===== src/rtl/qix_video_scanout.sv =====
// Raster timing and pixel fetch for the 256x256 video: VRAM read, then palette lookup, then pixel mux byte with matched sync/blank.
// Optional cocktail flip is enabled by defining QIX_FLIP_EN (adds the i_Flip input).
module qix_video_scanout #(
  parameter int H_TOTAL      = 320,
  parameter int H_ACTIVE     = 256,
  parameter int H_SYNC_START = 272,
  parameter int H_SYNC_LEN   = 24,
  parameter int V_TOTAL      = 264,
  parameter int V_ACTIVE     = 256,
  parameter int V_SYNC_START = 258,
  parameter int V_SYNC_LEN   = 3
) (
  input  logic        clk_vid,
  input  logic        i_Reset,
  input  logic        i_CE_Pix,
  input  logic [1:0]  i_PalBank,
`ifdef QIX_FLIP_EN
  input  logic        i_Flip,
`endif
  output logic [15:0] o_VRAM_Addr,
  input  logic [7:0]  i_VRAM_Data,
  output logic [9:0]  o_Pal_Addr,
  input  logic [7:0]  i_Pal_Data,
  output logic [7:0]  o_Pixel,
  output logic        o_HSync,
  output logic        o_VSync,
  output logic        o_HBlank,
  output logic        o_VBlank,
  output logic        o_VBlank_Start
);

  localparam int HW = $clog2(H_TOTAL);
  localparam int VW = $clog2(V_TOTAL);

  localparam logic [HW-1:0] H_LAST   = HW'(H_TOTAL - 1);
  localparam logic [HW-1:0] H_ACT    = HW'(H_ACTIVE);
  localparam logic [HW-1:0] H_SS     = HW'(H_SYNC_START);
  localparam logic [HW-1:0] H_SE     = HW'(H_SYNC_START + H_SYNC_LEN);
  localparam logic [VW-1:0] V_LAST   = VW'(V_TOTAL - 1);
  localparam logic [VW-1:0] V_ACT    = VW'(V_ACTIVE);
  localparam logic [VW-1:0] V_ACT_M1 = VW'(V_ACTIVE - 1);
  localparam logic [VW-1:0] V_SS     = VW'(V_SYNC_START);
  localparam logic [VW-1:0] V_SE     = VW'(V_SYNC_START + V_SYNC_LEN);

  logic [HW-1:0] hcnt_reg, hcnt_next;
  logic [VW-1:0] vcnt_reg, vcnt_next;
  logic [1:0]    bank_reg;
  logic          h_wrap;
  logic          line_start;
  logic          flip_eff;
  logic          vblank_start_next;
  logic [15:0]   raw_addr;
  logic [15:0]   addr_next;
  // Flag bundle order: {active, hsync, vsync, hblank, vblank}
  logic [4:0]    flags_next;
  logic [4:0]    flags_s0_reg;
  logic [4:0]    flags_s1_reg;

`ifdef QIX_FLIP_EN
  logic          flip_reg;
`endif

  always_comb begin
    h_wrap     = (hcnt_reg == H_LAST);
    line_start = (hcnt_reg == '0);
    hcnt_next  = h_wrap ? '0 : hcnt_reg + HW'(1);
    vcnt_next  = vcnt_reg;
    if (h_wrap) begin
      vcnt_next = (vcnt_reg == V_LAST) ? '0 : vcnt_reg + VW'(1);
    end

    vblank_start_next = i_CE_Pix && h_wrap && (vcnt_reg == V_ACT_M1);

`ifdef QIX_FLIP_EN
    // The flip latch updates on the same tick it is first needed, so bypass it at line start.
    flip_eff = line_start ? i_Flip : flip_reg;
`else
    flip_eff = 1'b0;
`endif

    raw_addr  = {vcnt_reg[7:0], hcnt_reg[7:0]};
    addr_next = flip_eff ? ~raw_addr : raw_addr;

    flags_next[4] = (hcnt_reg < H_ACT) && (vcnt_reg < V_ACT);
    flags_next[3] = (hcnt_reg >= H_SS) && (hcnt_reg < H_SE);
    flags_next[2] = (vcnt_reg >= V_SS) && (vcnt_reg < V_SE);
    flags_next[1] = !(hcnt_reg < H_ACT);
    flags_next[0] = !(vcnt_reg < V_ACT);
  end

  always_ff @(posedge clk_vid) begin
    if (i_Reset) begin
      hcnt_reg       <= '0;
      vcnt_reg       <= '0;
      bank_reg       <= '0;
`ifdef QIX_FLIP_EN
      flip_reg       <= 1'b0;
`endif
      o_VRAM_Addr    <= '0;
      o_Pal_Addr     <= '0;
      o_Pixel        <= '0;
      flags_s0_reg   <= '0;
      flags_s1_reg   <= '0;
      o_HSync        <= 1'b0;
      o_VSync        <= 1'b0;
      o_HBlank       <= 1'b0;
      o_VBlank       <= 1'b0;
      o_VBlank_Start <= 1'b0;
    end else begin
      o_VBlank_Start <= vblank_start_next;
      if (i_CE_Pix) begin
        hcnt_reg <= hcnt_next;
        vcnt_reg <= vcnt_next;
        // Bank (and flip) changes take effect from the next line start.
        if (line_start) begin
          bank_reg <= i_PalBank;
`ifdef QIX_FLIP_EN
          flip_reg <= i_Flip;
`endif
        end
        o_VRAM_Addr  <= addr_next;
        flags_s0_reg <= flags_next;

        o_Pal_Addr   <= {bank_reg, i_VRAM_Data};
        flags_s1_reg <= flags_s0_reg;

        o_Pixel  <= flags_s1_reg[4] ? i_Pal_Data : 8'h00;
        o_HSync  <= flags_s1_reg[3];
        o_VSync  <= flags_s1_reg[2];
        o_HBlank <= flags_s1_reg[1];
        o_VBlank <= flags_s1_reg[0];
      end
    end
  end

endmodule


===== config.mk =====
export PLATFORM = sky130hd
export DESIGN_NAME = qix_video_scanout
export DESIGN_NICKNAME = d
export VERILOG_FILES = /design/src/rtl/qix_video_scanout.sv
export SDC_FILE = /design/constraint.sdc
export NUM_CORES = 1
export LEC_CHECK = 0
export ABC_AREA = 1
export CORE_MARGIN = 1
export CORE_UTILIZATION = 45
export CTS_CLUSTER_DIAMETER = 60
export CTS_CLUSTER_SIZE = 40
export DETAILED_ROUTE_END_ITERATION = 8
export GPL_ROUTABILITY_DRIVEN = 0
export HOLD_SLACK_MARGIN = 0.12
export MAX_ROUTING_LAYER = met4
export PLACE_DENSITY = 0.72
export SLEW_MARGIN = 0
export SYNTH_ARGS = -nofsm -noshare
export SYNTH_HDL_FRONTEND = slang
export SYNTH_SLANG_ARGS = --single-unit
export TNS_END_PERCENT = 20

===== constraint.sdc =====
create_clock -name clk_vid -period 2.1 [get_ports clk_vid]
set_clock_uncertainty 0.15 [all_clocks]
set_input_delay 0.63 -clock clk_vid [delete_from_list [all_inputs] [get_ports clk_vid]]
set_output_delay 0.63 -clock clk_vid [all_outputs]
set_load 0.03 [all_outputs]

* After elaboration in Yosys (flattened, before gate mapping)
Cells that the tools add are included.
Cells by class: $add $sub $neg 2, order comparisons 6, equal/unequal tests 3, multiplexer cells 3, reductions and logical operators 10
Operators by type and width (count):
- 9-bit < comparator (second input constant) | 4
- 9-bit by 1-bit adder with 9-bit output (second input constant) | 2
- 9-bit == test (second input constant) | 2
- 9-bit greater-or-equal comparator (second input constant) | 2
- 9-bit two-way mux | 2
- 9-bit by 8-bit == test with 1-bit output (second input constant) | 1
- 9-bit zero test | 1
- 8-bit two-way mux | 1
- 1-bit logical AND | 5
- 2-bit AND reduction | 2
- 1-bit zero test | 2
Word-level totals: register bits after elaboration 69, input port bits 21, output and inout port bits 39, word-level logic and storage cells 37

* Logic depth before layout (Yosys ltp)
word-level depth 3, gate-level depth with buffers 9, gate-level depth less buffers 9

* Worst setup path after synthesis
Ideal clock, no wire load.
path kind register to register, start point register vcnt_reg[1], end point register vcnt_reg[8], library setup time 0.069 ns, arrival 1.386 ns, slack 0.496 ns, stages on the path, launching flop included 10, buffers on the path 0, period minus slack after synthesis 1.604 ns, cells stage by stage dfxtp_1 ha_1 nand2_1 inv_1 nand3_1 nor3_1 ha_1 inv_1 nand2_1 o21ai_1
Between the ends: word-level cells in the longest chain between the ends 2
Ends and longest elaborated chain:
- start: declaration | RTL line 46 | logic [VW-1:0] vcnt_reg, vcnt_next;
- start signal: assignment | RTL line 113 | vcnt_reg <= vcnt_next;
- 9-bit by 1-bit adder with 9-bit output / 9-bit == test (equally long branches) | RTL line 69 | vcnt_next = (vcnt_reg == V_LAST) ? '0 : vcnt_reg + VW'(1);
- 9-bit two-way mux (*) | RTL line 69
Every way passes the cells marked *; elsewhere a longest branch is shown, timed or not. A chain may end at the register's enable or synchronous reset.

* Worst setup path in the final report
start point register o_Pal_Addr[7], end point output o_Pal_Addr[7]
RTL lines:
- start: declaration | RTL line 22 | output logic [9:0] o_Pal_Addr,
- start signal: assignment | RTL line 124 | o_Pal_Addr <= {bank_reg, i_VRAM_Data};
No word-level cell between the ends.

==> impl_metrics.toml <==
[timing]
slew_headroom_pct = 78.82
tns_ns = 0
fmax_mhz = 533.8
finalSetupViolCount = 0
worst_slew_pin_slew_ns = 0.3172
slew_viol_final = 0
period_share_pct = 89.21
rsz0062_at_grt = "no"
period_needed_ns = 1.873
finalHoldViolCount = 0

[cts]
ctsHoldBuffers = 0
post_cts_buffers = 0
htreeDepth = 3
cts_sinks = 69
cts_inserted_buffers = 9
cts_tree = "done"
clock_path_buffers = 2
path_clk_slew_ns = 0.07
cts-root-buf = "clkbuf_8"
clk_latency_ns = 0.34
ctsResizeCount = 38

[power]
p_leak_nw = 1.688
total_power_w = 0.002650
ir_worst_vdd_mv = 0.4519
power_density_nw_per_um2 = 727.7

[critical_path]
path_buf_inv = 1
r2r_end = "vcnt_reg[8]$_SDFFE_PP0P_"
cp_slowest_cell = "dlygate4sd2_1"
critPathLaunch = "o_Pal_Addr[7]$_SDFFE_PP0P_"
critPathMaxStageDelay_ns = 0.41
ff2ff_path_depth = 9
rr_startpoint = "vcnt_reg[0]$_SDFFE_PP0P_"
critPathRequiredTime_ns = 1.32
cp-start-kind = "register"
crit_arrival_ns = 1.09
crit_chain = "dlygate4sd2_1"
endpoint_kind = "output port"
endpoint = "o_Pal_Addr[7]"
path_class = "register to output port"
cp_num_cells = 1
critPathMaxFanout = 2
r2r_setup_slack_ns = 0.35
crit_family = "buffers and inverters"

[finish]
diodes = 0
syn2layout_area_growth_pct = 28.46
regMostFlops = "o_VRAM_Addr"
largest_reg_flops = 16
reg_top3 = "o_VRAM_Addr (16), o_Pal_Addr (10)"
drive_gt1_share_pct = 8.259
final_nets = 469

[die]
dieArea_um2 = 6622
row_count = 28
io_pins = 60
initial_core_util_pct = 47.33
dieWidth_um = 81.38
core_um2 = 5991
fp.dieH_um = 81.38

[yosys]
synth_cell_types = 25
syn_nets = 409
syn-instance-count = 383
synth_area_um2 = 2835
avgSynthCellArea_um2 = 7.403
ys_seq_area_share_pct = 48.72
yosysWarningCount = 0
synth_seq_cells = 69

[grt]
grt_use_total_pct = 20.41
grt_pass1_wl_mm = 10.01
grt_antenna_before_repair = 0
gr-total-overflow = 0
grt_pass1_vias = 2247
grt_max_degree = 44

[hold_path]
hold_path_class = "register to register"

[place]
dp_hpwl_mm = 4.134
port_buffers = 59

[detailed_routing]
vias = 2565
drtAntennaViolNets = 0
wl_per_cell_um = 11.74
drt-vias-per-instance = 4.904
first_pass_iters = 4
first_iter_violations = 158
drcViolationCount = 0
finalWirelength_mm = 6.142

[flow_run]
drv_cap = 0

[outcome]
status = "completed"
[power by group]
part | leakage, nW | switching (W) | internal [W] | total, W
Combinational | 1.03 | 0.000185 | 0.000114 | 0.000299
Sequential | 0.565 | 0.0000261 | 0.00136 | 0.00139
Clock | 0.0921 | 0.000477 | 0.000487 | 0.000964
[cell type report]
cell class,count,area [um2]
fill,553,2349
sequential,69,1381
multi-input combinational,265,1256
timing repair buffer,68,620.6
clock buffer,12,155.1
inverter,30,112.6
tap,75,93.84
clock inverter,4,22.52
[stage by stage]
| stage | setup WS, ns | hold WS, ns | std cells | utilization, % | area, um2 |
|---|---|---|---|---|---|
| floorplan | 0.4956 | 0.2955 | 383 | - | 2835 |
| detailed placement | 0.1668 | 0.3073 | 507 | 58.58 | 3510 |
| CTS | 0.003866 | 0.3166 | 523 | 60.76 | 3640 |
| global placement | 0.1927 | 0.3023 | 507 | 58.58 | 3510 |
| finish | 0.2267 | 0.3125 | 523 | 60.80 | 3642 |
| global route | 0.1780 | 0.3330 | 523 | 60.80 | 3642 |
[how the worst min path moves through the flow]
stage / slack (ns) / to / from / depth (start not counted)
2_1_floorplan: 0.30 / flags_s0_reg[4]$_SDFFE_PP0P_ / flags_s0_reg[4]$_SDFFE_PP0P_ / 2
3_3_place_gp: 0.30 / o_Pixel[6]$_SDFFE_PP0P_ / o_Pixel[6]$_SDFFE_PP0P_ / 2
3_5_place_dp: 0.31 / flags_s0_reg[2]$_SDFFE_PP0P_ / flags_s0_reg[2]$_SDFFE_PP0P_ / 2
4_1_cts: 0.32 / o_Pixel[0]$_SDFFE_PP0P_ / o_Pixel[0]$_SDFFE_PP0P_ / 2
5_1_grt: 0.33 / o_Pixel[0]$_SDFFE_PP0P_ / o_Pixel[0]$_SDFFE_PP0P_ / 2
6_report: 0.31 / o_Pixel[1]$_SDFFE_PP0P_ / o_Pixel[1]$_SDFFE_PP0P_ / 2
[routing by layer]
layer | track usage [%] | wire [um] | up-vias
met3 | 5.618 | 310 | 9
met4 | 8.571 | 89 | 0
met1 | 24.81 | 2985 | 1149
met5 | - | 0 | -
li1 | - | - | 1355
met2 | 31.58 | 2756 | 52
[worst register-to-register path, stage by stage (launching register included)]
cell and delay, ns:
dfxtp_1 0.39, ha_1 0.24, nand2_1 0.10, inv_1 0.07, nand3_1 0.08, nor3_1 0.18, ha_1 0.26, inv_1 0.05
nand2_1 0.05, o21ai_1 0.11
[logic make-up (layout without fill, tap and decap cells)]
| group | count (synthesis) | count (layout) | synth area share, % |
|---|---|---|---|
| adders and majority gates | 5 | 5 | 2.207 |
| xor gates and xnor gates | 2 | 2 | 0.6179 |
| AOI/OAI and AO/OA | 75 | 75 | 13.46 |
| and+or+nand+nor | 183 | 183 | 28.02 |
| buffers and inverters | 49 | 114 | 6.972 |
| DFF | 69 | 69 | 48.72 |
[cell usage after synthesis]
master    number  area (um2)
o21ai_0       39       195.2
inv_2          1       3.750
dfxtp_1       69        1381
nand3_2        2       20.02
nand2_4        1       11.26
nor2_8         1       20.02
a211oi_1       2       15.01
nand2_1       66       247.7
xor2_1         2       17.52
inv_1         29       108.9
a21oi_1       30       150.1
a31oi_1        1       6.260
nor3_1         7       35.03
clkbuf_1       9       33.78
buf_2          8       40.04
ha_1           5       62.56
buf_4          1       7.510
buf_1          1       3.750
nand2_2        3       18.77
nand3_1       26       130.1
nor2_1        72       270.3
nor2_2         2       12.51
o21ai_1        3       15.01
nand4_1        1       6.260
nor2_4         2       22.52
[placed cells by master, fill, tap and decap left out, types with 2 or more instances in the layout]
cell type and count:
nand2_1 66, xor2_1 2, clkbuf_8 11, dfxtp_1 69
a21oi_1 30, o21ai_1 3, ha_1 5, nand3_1 26
clkdlybuf4s50_1 19, nand3_2 2, nor2_2 2, nand2_2 3
dlygate4sd2_1 38, buf_4 8, a211oi_1 2, clkinv_2 3
inv_1 29, nor3_1 7, o21ai_0 39, nor2_1 72
nor2_4 2
Power figures use the tool's default switching activity.
